--- src/rtl/mc_pkg.sv ---
// Shared types and constants for the multicycle MIPS controller and datapath.
package mc_pkg;

    typedef enum logic [2:0] {
        S_FETCH = 3'd0,
        S_DCD   = 3'd1,
        S_EXE   = 3'd2,
        S_MA    = 3'd3,
        S_WB    = 3'd4,
        S_BR    = 3'd5,
        S_JMP   = 3'd6
    } state_e;

    localparam logic [5:0] OP_RTYPE = 6'b000000;
    localparam logic [5:0] OP_ORI   = 6'b001101;
    localparam logic [5:0] OP_LW    = 6'b100011;
    localparam logic [5:0] OP_SW    = 6'b101011;
    localparam logic [5:0] OP_BEQ   = 6'b000100;
    localparam logic [5:0] OP_LUI   = 6'b001111;
    localparam logic [5:0] OP_J     = 6'b000010;
    localparam logic [5:0] OP_JAL   = 6'b000011;

    localparam logic [5:0] FN_ADDU  = 6'h21;
    localparam logic [5:0] FN_SUBU  = 6'h23;
    localparam logic [5:0] FN_JR    = 6'h08;

    typedef enum logic [1:0] {NPC_PLUS4, NPC_BRANCH, NPC_JUMP, NPC_JR} npc_op_e;
    typedef enum logic [1:0] {GPR_RT, GPR_RD, GPR_RA} gpr_sel_e;
    typedef enum logic [1:0] {WD_ALU, WD_DM, WD_PC} wd_sel_e;
    typedef enum logic [1:0] {EXT_ZERO, EXT_SIGN, EXT_LUI} ext_op_e;
    typedef enum logic [1:0] {ALU_ADD, ALU_SUB, ALU_OR} alu_op_e;

    typedef struct packed {
        logic rtype_alu;
        logic ori;
        logic lui;
        logic lw;
        logic sw;
        logic beq;
        logic j;
        logic jal;
        logic jr;
        logic illegal;
    } iclass_t;

endpackage

--- src/rtl/mc_if.sv ---
// Control bundle between the multicycle controller (master) and the datapath (slave).
interface mc_if;
    import mc_pkg::*;

    logic [5:0] op;
    logic [5:0] funct;
    logic       zero;
    logic       dm_ready;

    logic       PCWr;
    npc_op_e    NPCOp;
    logic       IRWr;
    logic       RFWr;
    gpr_sel_e   GPRSel;
    wd_sel_e    WDSel;
    ext_op_e    EXTOp;
    logic       BSel;
    alu_op_e    ALUOp;
    logic       dm_req;
    logic       DMWr;
    logic       illegal;
    logic [2:0] state_o;

    modport master (
        input  op, funct, zero, dm_ready,
        output PCWr, NPCOp, IRWr, RFWr, GPRSel, WDSel, EXTOp, BSel, ALUOp,
        output dm_req, DMWr, illegal, state_o
    );

    modport slave (
        output op, funct, zero, dm_ready,
        input  PCWr, NPCOp, IRWr, RFWr, GPRSel, WDSel, EXTOp, BSel, ALUOp,
        input  dm_req, DMWr, illegal, state_o
    );

endinterface

--- src/rtl/mc_decode.sv ---
// Combinational instruction classifier: op/funct into a one-hot class vector.
module mc_decode
    import mc_pkg::*;
(
    input  logic [5:0] op_i,
    input  logic [5:0] funct_i,
    output iclass_t    cls_o
);

    always_comb begin
        cls_o = '0;
        case (op_i)
            OP_RTYPE: begin
                case (funct_i)
                    FN_ADDU, FN_SUBU: cls_o.rtype_alu = 1'b1;
                    FN_JR:            cls_o.jr        = 1'b1;
                    default:          cls_o.illegal   = 1'b1;
                endcase
            end
            OP_ORI:  cls_o.ori     = 1'b1;
            OP_LUI:  cls_o.lui     = 1'b1;
            OP_LW:   cls_o.lw      = 1'b1;
            OP_SW:   cls_o.sw      = 1'b1;
            OP_BEQ:  cls_o.beq     = 1'b1;
            OP_J:    cls_o.j       = 1'b1;
            OP_JAL:  cls_o.jal     = 1'b1;
            default: cls_o.illegal = 1'b1;
        endcase
    end

endmodule

--- src/rtl/mc_ctrl.sv ---
// Multicycle MIPS control FSM: state register, next-state logic and per-cycle
// enables/selects, with a ready handshake on the data-memory access.
module mc_ctrl
    import mc_pkg::*;
(
    input  logic  clk,
    input  logic  rst,
    mc_if.master  bus
);

    state_e  state_q, state_d;
    iclass_t cls;
    logic    is_subu;

    mc_decode u_decode (
        .op_i    (bus.op),
        .funct_i (bus.funct),
        .cls_o   (cls)
    );

    assign is_subu     = cls.rtype_alu && (bus.funct == FN_SUBU);
    assign bus.state_o = state_q;

    always_ff @(posedge clk or posedge rst) begin
        if (rst) state_q <= S_FETCH;
        else     state_q <= state_d;
    end

    always_comb begin
        state_d = S_FETCH;
        case (state_q)
            S_FETCH: state_d = S_DCD;
            S_DCD: begin
                if (cls.rtype_alu || cls.ori || cls.lui || cls.lw || cls.sw) state_d = S_EXE;
                else if (cls.beq)                                          state_d = S_BR;
                else if (cls.j || cls.jal || cls.jr)                       state_d = S_JMP;
                else                                                       state_d = S_FETCH;
            end
            S_EXE:   state_d = (cls.lw || cls.sw) ? S_MA : S_WB;
            S_MA: begin
                if (!bus.dm_ready) state_d = S_MA;
                else if (cls.lw)   state_d = S_WB;
                else               state_d = S_FETCH;
            end
            default: state_d = S_FETCH;
        endcase
    end

    // Outputs are gated by rst so an access in flight drops without waiting for a clock.
    always_comb begin
        bus.PCWr    = 1'b0;
        bus.IRWr    = 1'b0;
        bus.RFWr    = 1'b0;
        bus.DMWr    = 1'b0;
        bus.dm_req  = 1'b0;
        bus.illegal = 1'b0;
        bus.NPCOp   = NPC_PLUS4;
        bus.GPRSel  = GPR_RT;
        bus.WDSel   = WD_ALU;
        bus.EXTOp   = EXT_ZERO;
        bus.BSel    = 1'b0;
        bus.ALUOp   = ALU_ADD;
        if (!rst) begin
            if (cls.beq || is_subu) bus.ALUOp = ALU_SUB;
            else if (cls.ori)       bus.ALUOp = ALU_OR;
            bus.BSel = cls.ori || cls.lui || cls.lw || cls.sw;
            if (cls.lui)                bus.EXTOp = EXT_LUI;
            else if (cls.lw || cls.sw)  bus.EXTOp = EXT_SIGN;
            if (cls.jal)                   bus.GPRSel = GPR_RA;
            else if (bus.op == OP_RTYPE)   bus.GPRSel = GPR_RD;
            if (cls.jal)     bus.WDSel = WD_PC;
            else if (cls.lw) bus.WDSel = WD_DM;
            // IR still holds the previous instruction during fetch, so NPC stays PC+4 there.
            if (state_q != S_FETCH) begin
                if (cls.beq)              bus.NPCOp = NPC_BRANCH;
                else if (cls.j || cls.jal) bus.NPCOp = NPC_JUMP;
                else if (cls.jr)          bus.NPCOp = NPC_JR;
            end
            case (state_q)
                S_FETCH: begin
                    bus.PCWr = 1'b1;
                    bus.IRWr = 1'b1;
                end
                S_DCD:   bus.illegal = cls.illegal;
                S_MA: begin
                    bus.dm_req = 1'b1;
                    bus.DMWr   = cls.sw;
                end
                S_WB:    bus.RFWr = 1'b1;
                S_BR:    bus.PCWr = bus.zero;
                S_JMP: begin
                    bus.PCWr = 1'b1;
                    bus.RFWr = cls.jal;
                end
                default: ;
            endcase
        end
    end

endmodule

--- src/flat_wrapper.sv ---
// flat-port wrapper written by rule: the top's interface ports become plain ports
module mc_ctrl_flat import mc_pkg::*;
  (clk, rst, bus_op, bus_funct, bus_zero, bus_dm_ready, bus_PCWr, bus_NPCOp, bus_IRWr, bus_RFWr, bus_GPRSel, bus_WDSel, bus_EXTOp, bus_BSel, bus_ALUOp, bus_dm_req, bus_DMWr, bus_illegal, bus_state_o);
  mc_if bus_i ();
  input  logic clk;
  input  logic rst;
  input wire logic [$bits(bus_i.op)-1:0] bus_op;
  input wire logic [$bits(bus_i.funct)-1:0] bus_funct;
  input wire logic [$bits(bus_i.zero)-1:0] bus_zero;
  input wire logic [$bits(bus_i.dm_ready)-1:0] bus_dm_ready;
  output wire logic [$bits(bus_i.PCWr)-1:0] bus_PCWr;
  output wire logic [$bits(bus_i.NPCOp)-1:0] bus_NPCOp;
  output wire logic [$bits(bus_i.IRWr)-1:0] bus_IRWr;
  output wire logic [$bits(bus_i.RFWr)-1:0] bus_RFWr;
  output wire logic [$bits(bus_i.GPRSel)-1:0] bus_GPRSel;
  output wire logic [$bits(bus_i.WDSel)-1:0] bus_WDSel;
  output wire logic [$bits(bus_i.EXTOp)-1:0] bus_EXTOp;
  output wire logic [$bits(bus_i.BSel)-1:0] bus_BSel;
  output wire logic [$bits(bus_i.ALUOp)-1:0] bus_ALUOp;
  output wire logic [$bits(bus_i.dm_req)-1:0] bus_dm_req;
  output wire logic [$bits(bus_i.DMWr)-1:0] bus_DMWr;
  output wire logic [$bits(bus_i.illegal)-1:0] bus_illegal;
  output wire logic [$bits(bus_i.state_o)-1:0] bus_state_o;
  assign bus_i.op = bus_op;
  assign bus_i.funct = bus_funct;
  assign bus_i.zero = bus_zero;
  assign bus_i.dm_ready = bus_dm_ready;
  assign bus_PCWr = bus_i.PCWr;
  assign bus_NPCOp = bus_i.NPCOp;
  assign bus_IRWr = bus_i.IRWr;
  assign bus_RFWr = bus_i.RFWr;
  assign bus_GPRSel = bus_i.GPRSel;
  assign bus_WDSel = bus_i.WDSel;
  assign bus_EXTOp = bus_i.EXTOp;
  assign bus_BSel = bus_i.BSel;
  assign bus_ALUOp = bus_i.ALUOp;
  assign bus_dm_req = bus_i.dm_req;
  assign bus_DMWr = bus_i.DMWr;
  assign bus_illegal = bus_i.illegal;
  assign bus_state_o = bus_i.state_o;
  mc_ctrl u_core (.clk(clk), .rst(rst), .bus(bus_i));
endmodule
--- config.mk ---
export PLATFORM = sky130hd
export DESIGN_NAME = mc_ctrl_flat
export DESIGN_NICKNAME = d
export VERILOG_FILES = /design/src/rtl/mc_pkg.sv /design/src/rtl/mc_if.sv /design/src/rtl/mc_decode.sv /design/src/rtl/mc_ctrl.sv /design/src/flat_wrapper.sv
export SDC_FILE = /design/constraint.sdc
export NUM_CORES = 1
export LEC_CHECK = 0
export CORE_UTILIZATION = 36
export DETAILED_ROUTE_END_ITERATION = 7
export GPL_TIMING_DRIVEN = 0
export PLACE_DENSITY = 0.9
export SYNTH_ARGS = -nofsm -noshare
export SYNTH_HDL_FRONTEND = slang
export SYNTH_SLANG_ARGS = --single-unit
--- constraint.sdc ---
create_clock -name clk -period 2.4 [get_ports clk]
set_clock_uncertainty 0.2 [all_clocks]
set_input_delay 0.48 -clock clk [delete_from_list [all_inputs] [get_ports clk]]
set_output_delay 0.48 -clock clk [all_outputs]
set_load 0.02 [all_outputs]
==> metrics list, run 1 <==
- The run finished, with violations left.
- The final reports fail on negative setup slack.
- The count of nets left with antenna violations once routing finished came out at 0.
- Number of setup violations in the final report: 1
- The setup path with the least slack is of type in -> out.
- In this run the deepest clock path goes through 2 buffers.
- Filler cells: 82
- After clock tree synthesis, the clock-pin slew on the worst setup and hold paths is ~0.04 ns.
- Number of buffers and inverters on the critical path: 3
* Clock net sink count: 3
* Worst min-delay path category: in -> async
- Final-stage net count: between 100 and 150
* Fraction of final layout cells sized beyond drive strength 1: a little over half
- Setup crit start: bus_op[2]
- Summed over all nets, the half-perimeter wirelength after detailed placement is 1.26 mm.
* Reg-to-Reg Start: u_core.bus.state_o[1]$_DFF_PP0_
- For this design the ratio of total power to cell area is roughly 470 nW/um2.
- The total count of hold-check failures in the final report came to 0.
* Clock tree from TritonCTS: done
- The floorplan step set the die height to 39.6 um.
* PnR worst setup slack: -0.0307 ns
- Clock latency at the later pin of the worst-skew pair: approximately 0.24 ns
- Using the TritonRoute via totals, the vias-per-cell ratio works out to slightly above 6.
* Remaining max-slew budget at the tightest pin: between 70 and 80%
- Routability-driven placement finished with a final weighted congestion of around 0.85.
- Worst vdd ir: 0.207 mV
- Slew Limit Fails: 0
- For this run, the top clock speed supported by timing is 0.411 GHz.
- CP Data Required Time: roughly 1.7 ns
* Power spent charging and discharging nets: roughly 220 uW
* Yosys cell types: 35
- Overall power after layout: roughly 510 uW
- Yosys attributes the largest share of cell area to sky130_fd_sc_hd__dfrtp_1 15%, sky130_fd_sc_hd__nor4b_1 5.2%, sky130_fd_sc_hd__buf_4 4.4%.
- Die span in x: approximately 40 um
* Antenna Cells: 0
- Per report_power, the sequential group accounts for between 10% and 20% of the total.
- Cell with the most instances after synthesis: sky130_fd_sc_hd__nor2_1
- Die Outline Area: approximately 1600 um2
- Max-cap violations in this run came to 0.
- The commonest cells after synthesis are 5 x sky130_fd_sc_hd__nor2_1, 4 x sky130_fd_sc_hd__nor3_1.
* DRC violations left: 0
* Initial antenna violation count: 0
* Capturing point of the worst reg2reg path: u_core.bus.state_o[2]$_DFF_PP0_
* Setup repair after global routing missed its margin: true
* Total congestion overflow: 0
* Share of the synthesized area in the top cell type: between 10% and 20%
* Syn-to-layout area delta: 110%
- Number of port buffers: 35
* Seq/Total Area, Yosys: about 15%
* Sort of element at the end of the critical path: output pin
- Setup slack at placement: -0.908 ns
* Initial core utilization: approximately 39%
- In this run, synthesis produced a sequential element count of 3.
* Worst slew pin tran: approximately 0.35 ns
- Max FO, Critical Path: 7
- During I/O placement, the number of pins put on the boundary was 36.
* Via count of the first global-routing pass: slightly below 700
- The routed layout has approximately 800 vias.
- After layout, the worst path uses 101% of the clock period.
- The worst register-to-register path has a setup slack of 0.85 ns.
* Post-Synthesis Cell Area: approximately 510 um2
- Kind of cell adding the most delay to the critical path: simple AND/OR/NAND/NOR gates
- In this design, the critical path's most frequently occurring cell is sky130_fd_sc_hd__buf_6.
- First-pass GRT wire length: ~3.1 mm
- Switching power as a share of total power: 42.8%
- TritonCTS Buffers: 3
- CTS built an H-tree with a depth of 1.
- CP max stage cell: sky130_fd_sc_hd__or3_1
- Drt total wl: roughly 2.5 mm
- Flip-flop count of the largest register, all copies and words added: 3
* Critical path, cell by cell: buf_12 -> nand3b_1 -> or3_1 -> buf_6 -> nor2_4 -> and4_1 -> buf_6
- Worst reg-to-reg path cell count: 5
- Combinational logic is responsible for approximately 65% of the overall power.
* Count of flip-flops with a built-in enable after synthesis: 0
- Setup TNS: -0.0307 ns
- DR iter-0 viols: 31
- Largest net degree at the start of global routing: 11
- Iteration count of the initial detailed-routing pass: 5
* Yosys warning count: 0
- Post-Synthesis Cells: 64
* Synthesized net count: 80
- In this run the clock root is driven by a sky130_fd_sc_hd__clkbuf_4.
- Hold buffer count at cts: 0
- The internal power of the cells totals just under 300 uW.
- Predominant post-synthesis flop cell: sky130_fd_sc_hd__dfrtp_1
- For the finished layout, the period the worst path requires is 2.43 ns.
* Core region area: between 1000 and 1500 um2
- Placement row count: 13
- Async set or reset register ratio after synthesis: between 90% and 100%
* Arrival time at the worst endpoint: 1.75 ns
- Synthesized area per cell: just under 8 um2
* Leakage: roughly 0.5 nW
- Library cell occupying the most area in the post-synthesis netlist: sky130_fd_sc_hd__dfrtp_1
- On the worst path, the slowest cell contributes a delay of between 0.3 and 0.4 ns.
- GRT Resource Usage Total: between 20% and 30%
- In the final routed layout, each cell accounts on average for ~19 um.
* Clk pwr share: a little under a fifth
- Worst setup SP type: input pin
-- per-stage QoR --
step | hold slack, ns | util [%] | cells | instance area (um2)
finish | 0.160 | 82.3 | 129 | 1070
global route | 0.156 | 82.3 | 129 | 1070
CTS | 0.114 | 74.0 | 121 | 963
detailed placement | 0.390 | 67.7 | 114 | 881
global placement | 0.377 | 67.7 | 114 | 881
floorplan | 0.0471 | - | 64 | 512
-- what timing repair did --
action	in CTS	in global routing
setup endpoints to repair	17	9
pin swaps	8	12
setup buffers	4	8
resized for setup	105	27
-- worst max path at each step --
stage                   end  slack (ns)  depth (start not counted)
4_1_cts            bus_DMWr       0.005                          7
5_1_grt            bus_DMWr        -0.1                          7
3_3_place_gp       bus_DMWr       -0.89                          7
6_report           bus_DMWr       -0.03                          7
3_5_place_dp   bus_NPCOp[1]       -0.91                          5
2_1_floorplan  bus_WDSel[1]        0.03                          3
-- power by group through the flow --
| stage | combinational [mW] | clock, mW | sequential [mW] |
|---|---|---|---|
| 2_1_floorplan | 0.148 | 0 | 0.0960 |
| 3_3_place_gp | 0.275 | 0 | 0.0825 |
| 3_5_place_dp | 0.279 | 0 | 0.0841 |
| 4_1_cts | 0.286 | 0.0942 | 0.0879 |
| 5_1_grt | 0.347 | 0.100 | 0.0881 |
| 6_report | 0.328 | 0.0944 | 0.0862 |
-- final cells by class --
type                       instances  area (um2)  area share, %
multi-input combinational         54         482           45.0
sequential                         3        77.6           7.24
clock buffer                       4        26.3           2.45
buffer                             4        33.8           3.15
tap                               15        18.8           1.75
timing repair buffer              47         425           39.7
inverter                           2        7.51          0.701
-- cells in the final DEF, fill, tap and decap left out, drive strengths merged, types with 2 or more instances in the layout --
master         Yosys  layout
nand2              3       3
nor2               5       5
or3                4       4
and3               3       3
a21oi              2       2
mux2i              2       2
buf                4      30
nor4               4       4
clkbuf             1       5
dfrtp              3       3
inv                2       2
dlymetal6s2s       0       3
clkdlybuf4s15      0       4
clkdlybuf4s50      0       5
nor2b              2       2
nor4b              3       3
nor3               4       4
nand4              3       3
dlygate4sd2        0       8
nand3              2       2
nand3b             4       4
-- cell families after synthesis --
family                 count (synthesis)  share of synthesized area (%)
and+or+nand+nor                       43                           57.7
DFF                                    3                           14.7
buffers and inverters                  7                           7.37
AOI/OAI and AO/OA                      8                           14.0
muxes                                  3                           6.14
-- per-layer routing --
metal,vias to the layer above,GRT usage [%],routed length (um)
li1,347,-,-
met1,381,34.1,914
met2,59,52.5,1280
met3,10,4.55,192
met4,0,15.5,87
met5,-,0,0
Power figures use the tool's default switching activity.
==> run 2, diff against run 1 <==
Settings changed: TNS_END_PERCENT set to 10.
==> run 2 against run 1 <==
Critical endpoint is now bus_illegal. Count of clock-buffer cells in the layout unchanged. Via count decreased by 1.6%. Largest power group unchanged. The run now ends clean. Critical path depth decreased by 1.
==> metrics list, run 2 (same netlist as run 1, synthesis figures left out) <==
- Run status: finished, final reports clean
* Via count of the first global-routing pass: ~670
* Clock slew at reported path FFs: ~0.04 ns
* DRC violations left: 0
- Overall power after layout: around 480 uW
* Critical path class: in -> out
* Remaining max-slew budget at the tightest pin: 72.9%
* Cell area after layout: 1020 um2
- DR iter-0 viols: 28
- Initial core utilization: approximately two fifths
* Initial antenna violation count: 0
- Max Clk Rate: 0.417 GHz
- Filler cells: 95
* Vias after detailed routing: between 700 and 800
- Hold buffer count at cts: 0
- Die span in x: a little under 40 um
- Final Hold Viols: 0
* Final cycle utilization of the critical path: 99.8%
* Stage delay of the slowest cell on the critical path: around 0.40 ns
- Worst vdd ir: approximately 0.27 mV
* First-pass GRT wire length: approximately 2.8 mm
- Final-stage net count: roughly 130
- For this design the ratio of total power to cell area is about 480 nW/um2.
- Iteration count of the initial detailed-routing pass: 4
- The routed design has 2.27 mm of wire.
* Die Outline Area: approximately 1600 um2
* Core occupancy in the finished layout: approximately four fifths
- The cell sitting at the root of the clock tree is a sky130_fd_sc_hd__clkbuf_4.
- The initialized floorplan defines 13 standard-cell rows.
* Max-capacitance violation count: 0
* Setup repair after global routing missed its margin: true
* Worst slew pin tran: between 0.4 and 0.5 ns
- From synthesis to final layout, the design area changed by 99.5%.
- Post-detailed-route count of antenna-violating nets: 0
- In the post-route analysis, the smallest setup slack over all paths is 0.00421 ns.
- Clock latency at the later pin of the worst-skew pair: ~0.24 ns
- For this design, the sink count on the clock tree is 3.
* Half-perimeter wire length of the detailed placement result: between 1 and 1.5 mm
- Number of port buffers: 35
* Leakage: roughly 0.50 nW
- Hold slack: around 0.047 ns
* Critical path, cell by cell: clkbuf_4 -> or3b_4 -> or3_4 -> nand2_1 -> nor3_2 -> buf_4
- TritonCTS built the clock tree.
- In this run the number of H-tree levels came out at 1.
- Arrival time at the worst endpoint: 1.72 ns
* Worst setup SP type: input pin
* CP max stage cell: sky130_fd_sc_hd__or3b_4
- Largest net degree at the start of global routing: 11
- GP Congestion: between 0.8 and 0.9
- Commonest non-fill, non-tap cells in the layout: 13 x sky130_fd_sc_hd__buf_4, 8 x sky130_fd_sc_hd__buf_2, 6 x sky130_fd_sc_hd__clkdlybuf4s50_1, 6 x sky130_fd_sc_hd__dlymetal6s2s_1
- Flip-flop count of the largest register, all copies and words added: 3
- Core region area: roughly 1300 um2
- The post-route netlist has about 50% of its cells at a drive strength greater than 1.
- Worst min-delay path category: in -> async
* Number of vias per cell: 6.27
* I/O pin count: 36
- Max Root-Sink Buffers: 2
- Area post-placement: ~880 um2
- Summed over all layers, the global routing overflow is 0.
- GRT Resource Usage Total: 26.6%
- The number of pins exceeding their max-slew limit in the final report was 0.
- Counting I/O delays and the setup requirement, the final critical path takes 2.40 ns.
- Setup violations remaining at the end of the flow were counted as 0.
- Sort of element at the end of the critical path: output pin
- Routed wirelength normalized by instance count: between 15 and 20 um
* Antenna Cells: 0
* Leading cell type in the layout, fill and taps excluded: sky130_fd_sc_hd__buf_4
- Data on the critical path is required at its endpoint by about 1.7 ns.
- In this run the vertical extent of the chip is just under 40 um.
- OpenSTA, run right after detailed placement, puts the worst setup slack at -0.908 ns.
- TritonCTS Buffers: 3
- Max FO, Critical Path: 9
[run 2: changes by cell type in the layout (fill, tap and decap cells not counted), moves of 2 or more]
cell                             change
sky130_fd_sc_hd__dlymetal6s2s_1      +3
sky130_fd_sc_hd__buf_12              -2
sky130_fd_sc_hd__dlygate4sd2_1       -5
sky130_fd_sc_hd__buf_4               -3
[run 2: area by class of cell]
class                   count  area, um2  area share (%)
flip-flops and latches      3       77.6            7.64
repair buffers             43        370            36.5
well taps                  15       18.8            1.85
multi-input cells          54        482            47.4
plain buffers               4       33.8            3.33
clock buffers               4       26.3            2.59
inverters                   2       7.51           0.739
[run 2: metrics by stage]
stage / TNS (ns) / cells
floorplan: 0 / 64
global placement: -10.64 / 114
detailed placement: -11.00 / 114
CTS: -0.500 / 120
global route: -0.142 / 125
finish: 0 / 125
[run 2: worst max-delay path: cells and delay by family]
kind	cells	cell delay, ns
buffers and inverters	2	0.32
and+or+nand+nor	4	0.92
[run 2: routing by layer]
layer / wire, um / vias up / GRT usage, %
met5: 0 / - / 0
li1: - / 341 / -
met3: 183 / 12 / 7.95
met2: 1130 / 51 / 45.5
met4: 94 / 0 / 10.3
met1: 863 / 380 / 30.4
[run 2: final timing paths]
kind	startpoint	cells past startpoint	slack [ns]	end
min reg2reg	u_core.bus.state_o[2]$_DFF_PP0_	2	0.38	u_core.bus.state_o[0]$_DFF_PP0_
max reg2reg	u_core.bus.state_o[1]$_DFF_PP0_	2	1.02	u_core.bus.state_o[0]$_DFF_PP0_
min	rst	2	0.05	u_core.bus.state_o[0]$_DFF_PP0_
max	bus_op[3]	6	0.004	bus_illegal
max in group asynchronous	rst	2	1.81	u_core.bus.state_o[2]$_DFF_PP0_
min in group clk	u_core.bus.state_o[2]$_DFF_PP0_	2	0.38	u_core.bus.state_o[0]$_DFF_PP0_
[run 2: report_power, final]
group / switching, mW / leakage, nW / internal, mW
sequential: 0.0219 / 0.0360 / 0.0641
combinational: 0.154 / 0.450 / 0.147
clock: 0.0343 / 0.0150 / 0.0629
total: 0.210 / 0.501 / 0.274
[run 2: what timing repair did]
action,4_1_cts,5_1_grt
gates resized for setup,88,35
endpoints found under the setup margin,17,15
pin swaps,2,7
setup buffers,3,5
==> run 3, diff against run 2 <==
Settings changed: CORE_ASPECT_RATIO set to 1.25, CORE_UTILIZATION 36 to 25, PLACE_DENSITY 0.9 to 0.68.
==> run 3 against run 2 <==
The flow now finishes with violations (negative setup slack). Cell area down 12%. Worst hold slack better by 0.30 ns. Die area grew 42%. Count of clock-buffer cells in the layout unchanged. Setup slack worse by 0.021 ns. Critical endpoint is now bus_NPCOp[1]. Largest cell class unchanged.
==> metrics list, run 3 (same netlist as run 1, synthesis figures left out) <==
- The flow ran to the end, but the final reports show violations.
* Failing checks: negative setup slack
- Worst min-delay path category: reg -> reg
- Area post-placement: ~890 um2
- Clock-pin slew was measured on the worst setup and hold paths at 0.04 ns.
- Counting I/O delays and the setup requirement, the final critical path takes approximately 2.4 ns.
* CTS root buffer: sky130_fd_sc_hd__clkbuf_4
- Counting every sink on the clock net gives 3.
- Core region area: about 1800 um2
- At the pin with the least slew margin, the transition time is approximately 0.32 ns.
* Critical path class: in -> out
- Die Outline Area: approximately 2200 um2
- Critical path, cell by cell: clkbuf_4 -> or3b_4 -> or3_4 -> a21boi_1 -> buf_4
- Max FO, Critical Path: 7
- Die span in x: 42.4 um
* CP max stage cell: sky130_fd_sc_hd__or3b_4
- The first detailed-routing pass took 4 iterations.
- The die is roughly 52 um tall.
- Across the whole layout, storage elements account for 77.6 um2.
- Remaining max-slew budget at the tightest pin: between 70% and 80%
- The via count of the first global-routing pass is approximately 630.
- Total congestion overflow: 0
* Final cycle utilization of the critical path: 101%
- After the first detailed-routing iteration, the DRC count stood at 8.
- The first global-routing pass estimated approximately 2.7 mm of wire.
* Arrival time at the worst endpoint: 1.74 ns
* P per Cell Area: ~510 nW/um2
- Max Clk Rate: around 0.41 GHz
- TritonCTS built the clock tree.
- Global routing consumed, over all layers together, roughly 16% of the routing resources.
* CP Data Required Time: about 1.7 ns
- The largest single stage delay on the critical path is around 0.4 ns.
- Adding up every negative setup slack in the final design gives -0.0166 ns.
- Worst setup SP type: input pin
- The floorplan has 17 rows.
* Initial core utilization: ~28%
- Relative to the synthesized area, the layout overhead comes to 76.4%.
- The total count of hold-check failures in the final report was 0.
- Routed wirelength normalized by instance count: 13.0 um
- The final layout contains routed wiring with a total length of 1.61 mm.
- In this run, CTS created clock tree buffers numbering 3.
- Half-perimeter wire length of the detailed placement result: between 1 and 1.5 mm
- Max Root-Sink Buffers: 2
- CTS built an H-tree with a depth of 1.
- DRC violations left: 0
* Kind of cell adding the most delay to the critical path: simple AND/OR/NAND/NOR gates
- Setup repair after global routing missed its margin: true
- Setup violations remaining at the end of the flow were counted as 1.
* Area taken by multi-input logic gates: roughly 450 um2
- The critical path contains buffers and inverters numbering 2 combined.
- For this design the top-level I/O count stands at 36.
* Number of port buffers: 35
* Leakage: around 0.40 nW
* Commonest non-fill, non-tap cells in the layout: 12 x sky130_fd_sc_hd__clkdlybuf4s50_1, 11 x sky130_fd_sc_hd__buf_2, 9 x sky130_fd_sc_hd__buf_4
- The tool flagged a number of max-cap violations equal to 0.
* Initial antenna violation count: 0
- The net count of the finished layout is between 100 and 150.
- OpenSTA, run right after detailed placement, puts the worst setup slack at -0.923 ns.
- Post-detailed-route count of antenna-violating nets: 0
- After filler insertion, the fill cell instance count of the layout stands at 200.
- The final route contains roughly 670 vias.
- Worst vdd ir: roughly 0.22 mV
- GP Congestion: 0.766
* Hold slack: between 0.3 and 0.4 ns
- Antenna Cells: 0
- In the routed layout, each cell is associated on average with a via count of about 5.4.
* Leading cell type in the layout, fill and taps excluded: sky130_fd_sc_hd__clkdlybuf4s50_1
- STA classifies the critical path endpoint as an output pin.
- Slew Limit Fails: 0
- Power comes to 455 uW.
- The register with the most flip-flops in the layout has 3 of them.
* PnR worst setup slack: -0.0166 ns
- Fraction of final layout cells sized beyond drive strength 1: roughly half
* Clock latency at the later pin of the worst-skew pair: between 0.2 and 0.25 ns
* Largest net degree at the start of global routing: 11
* Cell area after layout: between 800 and 900 um2
run 3: changes by cell type in the layout (fill, tap and decap cells not counted), moves of 2 or more:
cell	before	now
sky130_fd_sc_hd__clkdlybuf4s50_1	6	12
sky130_fd_sc_hd__clkbuf_2	2	5
sky130_fd_sc_hd__nor4b_2	0	2
sky130_fd_sc_hd__clkdlybuf4s15_2	3	1
sky130_fd_sc_hd__buf_6	4	2
sky130_fd_sc_hd__buf_4	13	9
sky130_fd_sc_hd__buf_2	8	11
sky130_fd_sc_hd__dlymetal6s2s_1	6	0
sky130_fd_sc_hd__dlygate4sd2_1	3	1
sky130_fd_sc_hd__nand2_2	0	2
run 3: worst register-to-register path: cells and delay by family (launching register included):
family	cells	cell delay [ns]
multiplexers	1	0.37
flip-flops	1	0.44
AO/OA/AOI/OAI	1	0.28
run 3: per-stage QoR:
step | cells | util (%)
3_5_place_dp | 118 | 48.4
4_1_cts | 122 | 49.2
5_1_grt | 124 | 49.1
3_3_place_gp | 118 | 48.4
6_report | 124 | 49.1
2_1_floorplan | 64 | -
run 3: layer usage:
layer / routed length, um / up-vias / global-route usage [%]
li1: - / 332 / -
met1: 658 / 304 / 17.8
met2: 833 / 27 / 28.7
met3: 107 / 2 / 4.48
met4: 8 / 0 / 4.69
met5: 0 / - / 0
run 3: repair_timing:
action | 4_1_cts | 5_1_grt
endpoints found under the setup margin | 17 | 14
setup buffers | 1 | 2
hold buffers | 0 | 0
pin swaps | 4 | 6
gates resized for setup | 90 | 22
gates cloned | 0 | 0
run 3: where the power goes:
part / internal, mW / leakage (nW) / switching [mW]
clock: 0.0623 / 0.0150 / 0.0253
sequential: 0.0642 / 0.0360 / 0.0259
combinational: 0.137 / 0.354 / 0.141
run 3: cell type report:
type / instances / area share, %
tap: 19 / 2.65
inverter: 2 / 0.836
sequential: 3 / 8.64
multi-input combinational: 54 / 49.6
timing repair buffer: 38 / 31.9
clock buffer: 4 / 2.92
buffer: 4 / 3.48
run 3: worst paths after layout:
path,depth (start not counted),slack [ns],startpoint,endpoint
setup reg to reg,2,1.00,u_core.bus.state_o[1]$_DFF_PP0_,u_core.bus.state_o[0]$_DFF_PP0_
hold reg to reg,1,0.34,u_core.bus.state_o[2]$_DFF_PP0_,u_core.bus.state_o[0]$_DFF_PP0_
hold / removal,1,0.34,u_core.bus.state_o[2]$_DFF_PP0_,u_core.bus.state_o[0]$_DFF_PP0_
setup / recovery,5,-0.02,bus_op[2],bus_NPCOp[1]
min in group asynchronous,2,0.35,rst,u_core.bus.state_o[1]$_DFF_PP0_
max in group asynchronous,2,1.51,rst,u_core.bus.state_o[2]$_DFF_PP0_
==> RTL change, RTL diff (settings of run 3) <==
Make the reset (`rst`) synchronous in one clocked block.
--- a/src/rtl/mc_ctrl.sv
+++ b/src/rtl/mc_ctrl.sv
@@ -21,7 +21,7 @@
     assign is_subu     = cls.rtype_alu && (bus.funct == FN_SUBU);
     assign bus.state_o = state_q;
 
-    always_ff @(posedge clk or posedge rst) begin
+    always_ff @(posedge clk) begin
         if (rst) state_q <= S_FETCH;
         else     state_q <= state_d;
     end
Behaviour: differs if rst is asserted again (counterexample within 4 cycles, from zero or initial values and one cycle with rst high); with rst held inactive, the same outputs for 10 cycles.
==> RTL change against run 3 <==
- the run still ends with setup timing left
- critical path depth increased by 2
- setup slack got worse by 49 ps
- wire length increased by 14%
- design area increased by 5.4%
- first-iteration DRC count increased by 110%
- sequential share of layout area decreased by 2.3 points
- fmax decreased by 2.0%
- sequential cell count unchanged
- synthesized area increased by 3.7%
- highest routed layer is now met3
Power is not compared: it rests on default switching activity, and its combinational part moved more than twofold at a synthesized area within 25%.
==> RTL change: results (changes against run 3) <==
status = complete, but fails checks
failing checks = setup timing
# setup viols final = 1 (unchanged)
slowest stage delay, CP = 540 ps (+130 ps)
first-pass GRT wire length = 2930 um (+7.3%)
Synth cell types = 31 (-11%)
Via density = 5.30 (-1.1%)
end of the worst register-to-register path = u_core.bus.state_o[2]
crit path max fanout = 3 (-4)
worst setup margin = -65.8 ps (-49.2 ps)
dpl ws = -868 ps (+55.0 ps)
top-area cell type share of the netlist area = 0.114 (-0.0337)
top post-synthesis cells by count = nor2_1 (13), nand2_1 (6), nor3_1 (6), a21oi_1 (5), clkbuf_1 (5)
reg-to-reg critical path startpoint = u_core.bus.state_o[0]
drt first-iter violations = 17 (+9)
IO Port Bufs = 34 (-2.9%)
drt total wl = 1830 um (+14%)
worst slew pin tran = 401 ps (+80.0 ps)
Hold Path End = u_core.bus.state_o[1]
syn_nets = 96 (+20%)
nets@finish = 138 (+13%)
share of layout cells above drive strength 1 = 0.364 (-0.132)
Reg2Reg Depth = 5 (+3)
Fin Hold WS = 462 ps (+117 ps)
GPL Wtd Cong = 0.761 (-0.69%)
CP max-delay cell = or4b_4
Hold Startpoint = u_core.bus.state_o[1]
vias in the first global route = 687 (+9.7%)
Post-DP HPWL = 1300 um (+5.2%)
register area share after synthesis = 0.114 (-0.0337)
fraction of registers with async set/reset = 0 (-1.00)
Root Driver = clkbuf_4
==> RTL change: worst max path at each step <==
stage,start,slack (ps),cells after the start,end
6_report,bus_funct[5],-70,7,bus_NPCOp[1]
5_1_grt,bus_funct[5],-100,7,bus_NPCOp[1]
4_1_cts,bus_funct[5],-150,6,bus_NPCOp[0]
3_5_place_dp,bus_op[3],-870,7,bus_illegal
3_3_place_gp,bus_op[3],-890,7,bus_illegal
2_1_floorplan,bus_funct[2],90,4,bus_NPCOp[0]
==> RTL change: final cells by class <==
class	count	area [sq um]
buffer	5	27.5
sequential	3	60.1
fill	212	1030
timing repair buffer	39	325
tap	20	25.0
multi-input combinational	69	479
inverter	1	3.75
clock buffer	4	26.3
==> RTL change: logic make-up (layout without fill, tap and decap cells) <==
| logic type | count (synthesis) | count (layout) | synth area share |
|---|---|---|---|
| XOR/XNOR | 1 | 1 | 0.0166 |
| buffers and inverters | 8 | 49 | 0.0663 |
| flip-flops | 3 | 3 | 0.114 |
| AO/OA/AOI/OAI | 14 | 14 | 0.180 |
| AND/OR/NAND/NOR | 51 | 51 | 0.566 |
| multiplexers | 3 | 3 | 0.0569 |
==> RTL change: timing repair <==
action	4_1_cts	5_1_grt
endpoints found under the setup margin	17	13
setup buffers	4	1
pin swaps	10	8
resized for setup	88	10
==> RTL change: worst min-delay path: cells and delay by family (launching register included) <==
kind             cells  cell delay [ps]
AO/OA/AOI/OAI        1               60
flip-flops           1              420
AND/OR/NAND/NOR      1              130
==> RTL change: metrics by stage <==
| step | TNS (ps) | instances | util | cell area [sq um] |
|---|---|---|---|---|
| 2_1_floorplan | 0 | 80 | - | 534 |
| 3_3_place_gp | -10330 | 134 | 0.454 | 900 |
| 3_5_place_dp | -10420 | 134 | 0.454 | 900 |
| 4_1_cts | -461 | 141 | 0.485 | 962 |
| 5_1_grt | -258 | 141 | 0.478 | 947 |
| 6_report | -65.8 | 141 | 0.478 | 947 |
==> RTL change: where the power goes <==
| part | leakage, uW | internal (uW) | total, uW | switching, uW |
|---|---|---|---|---|
| Combinational | 0.000389 | 46.4 | 106 | 59.2 |
| Clock | 0.0000150 | 62.2 | 87.2 | 25.0 |
| Sequential | 0.0000245 | 52.1 | 54.0 | 1.84 |
==> RTL change: routing by layer <==
metal / routed length, um / vias to the layer above / global-route usage
met1: 798 / 345 / 0.210
li1: - / 377 / -
met2: 954 / 26 / 0.289
met5: 0 / - / 0
met4: 0 / 0 / 0.0606
met3: 80 / 0 / 0.0102
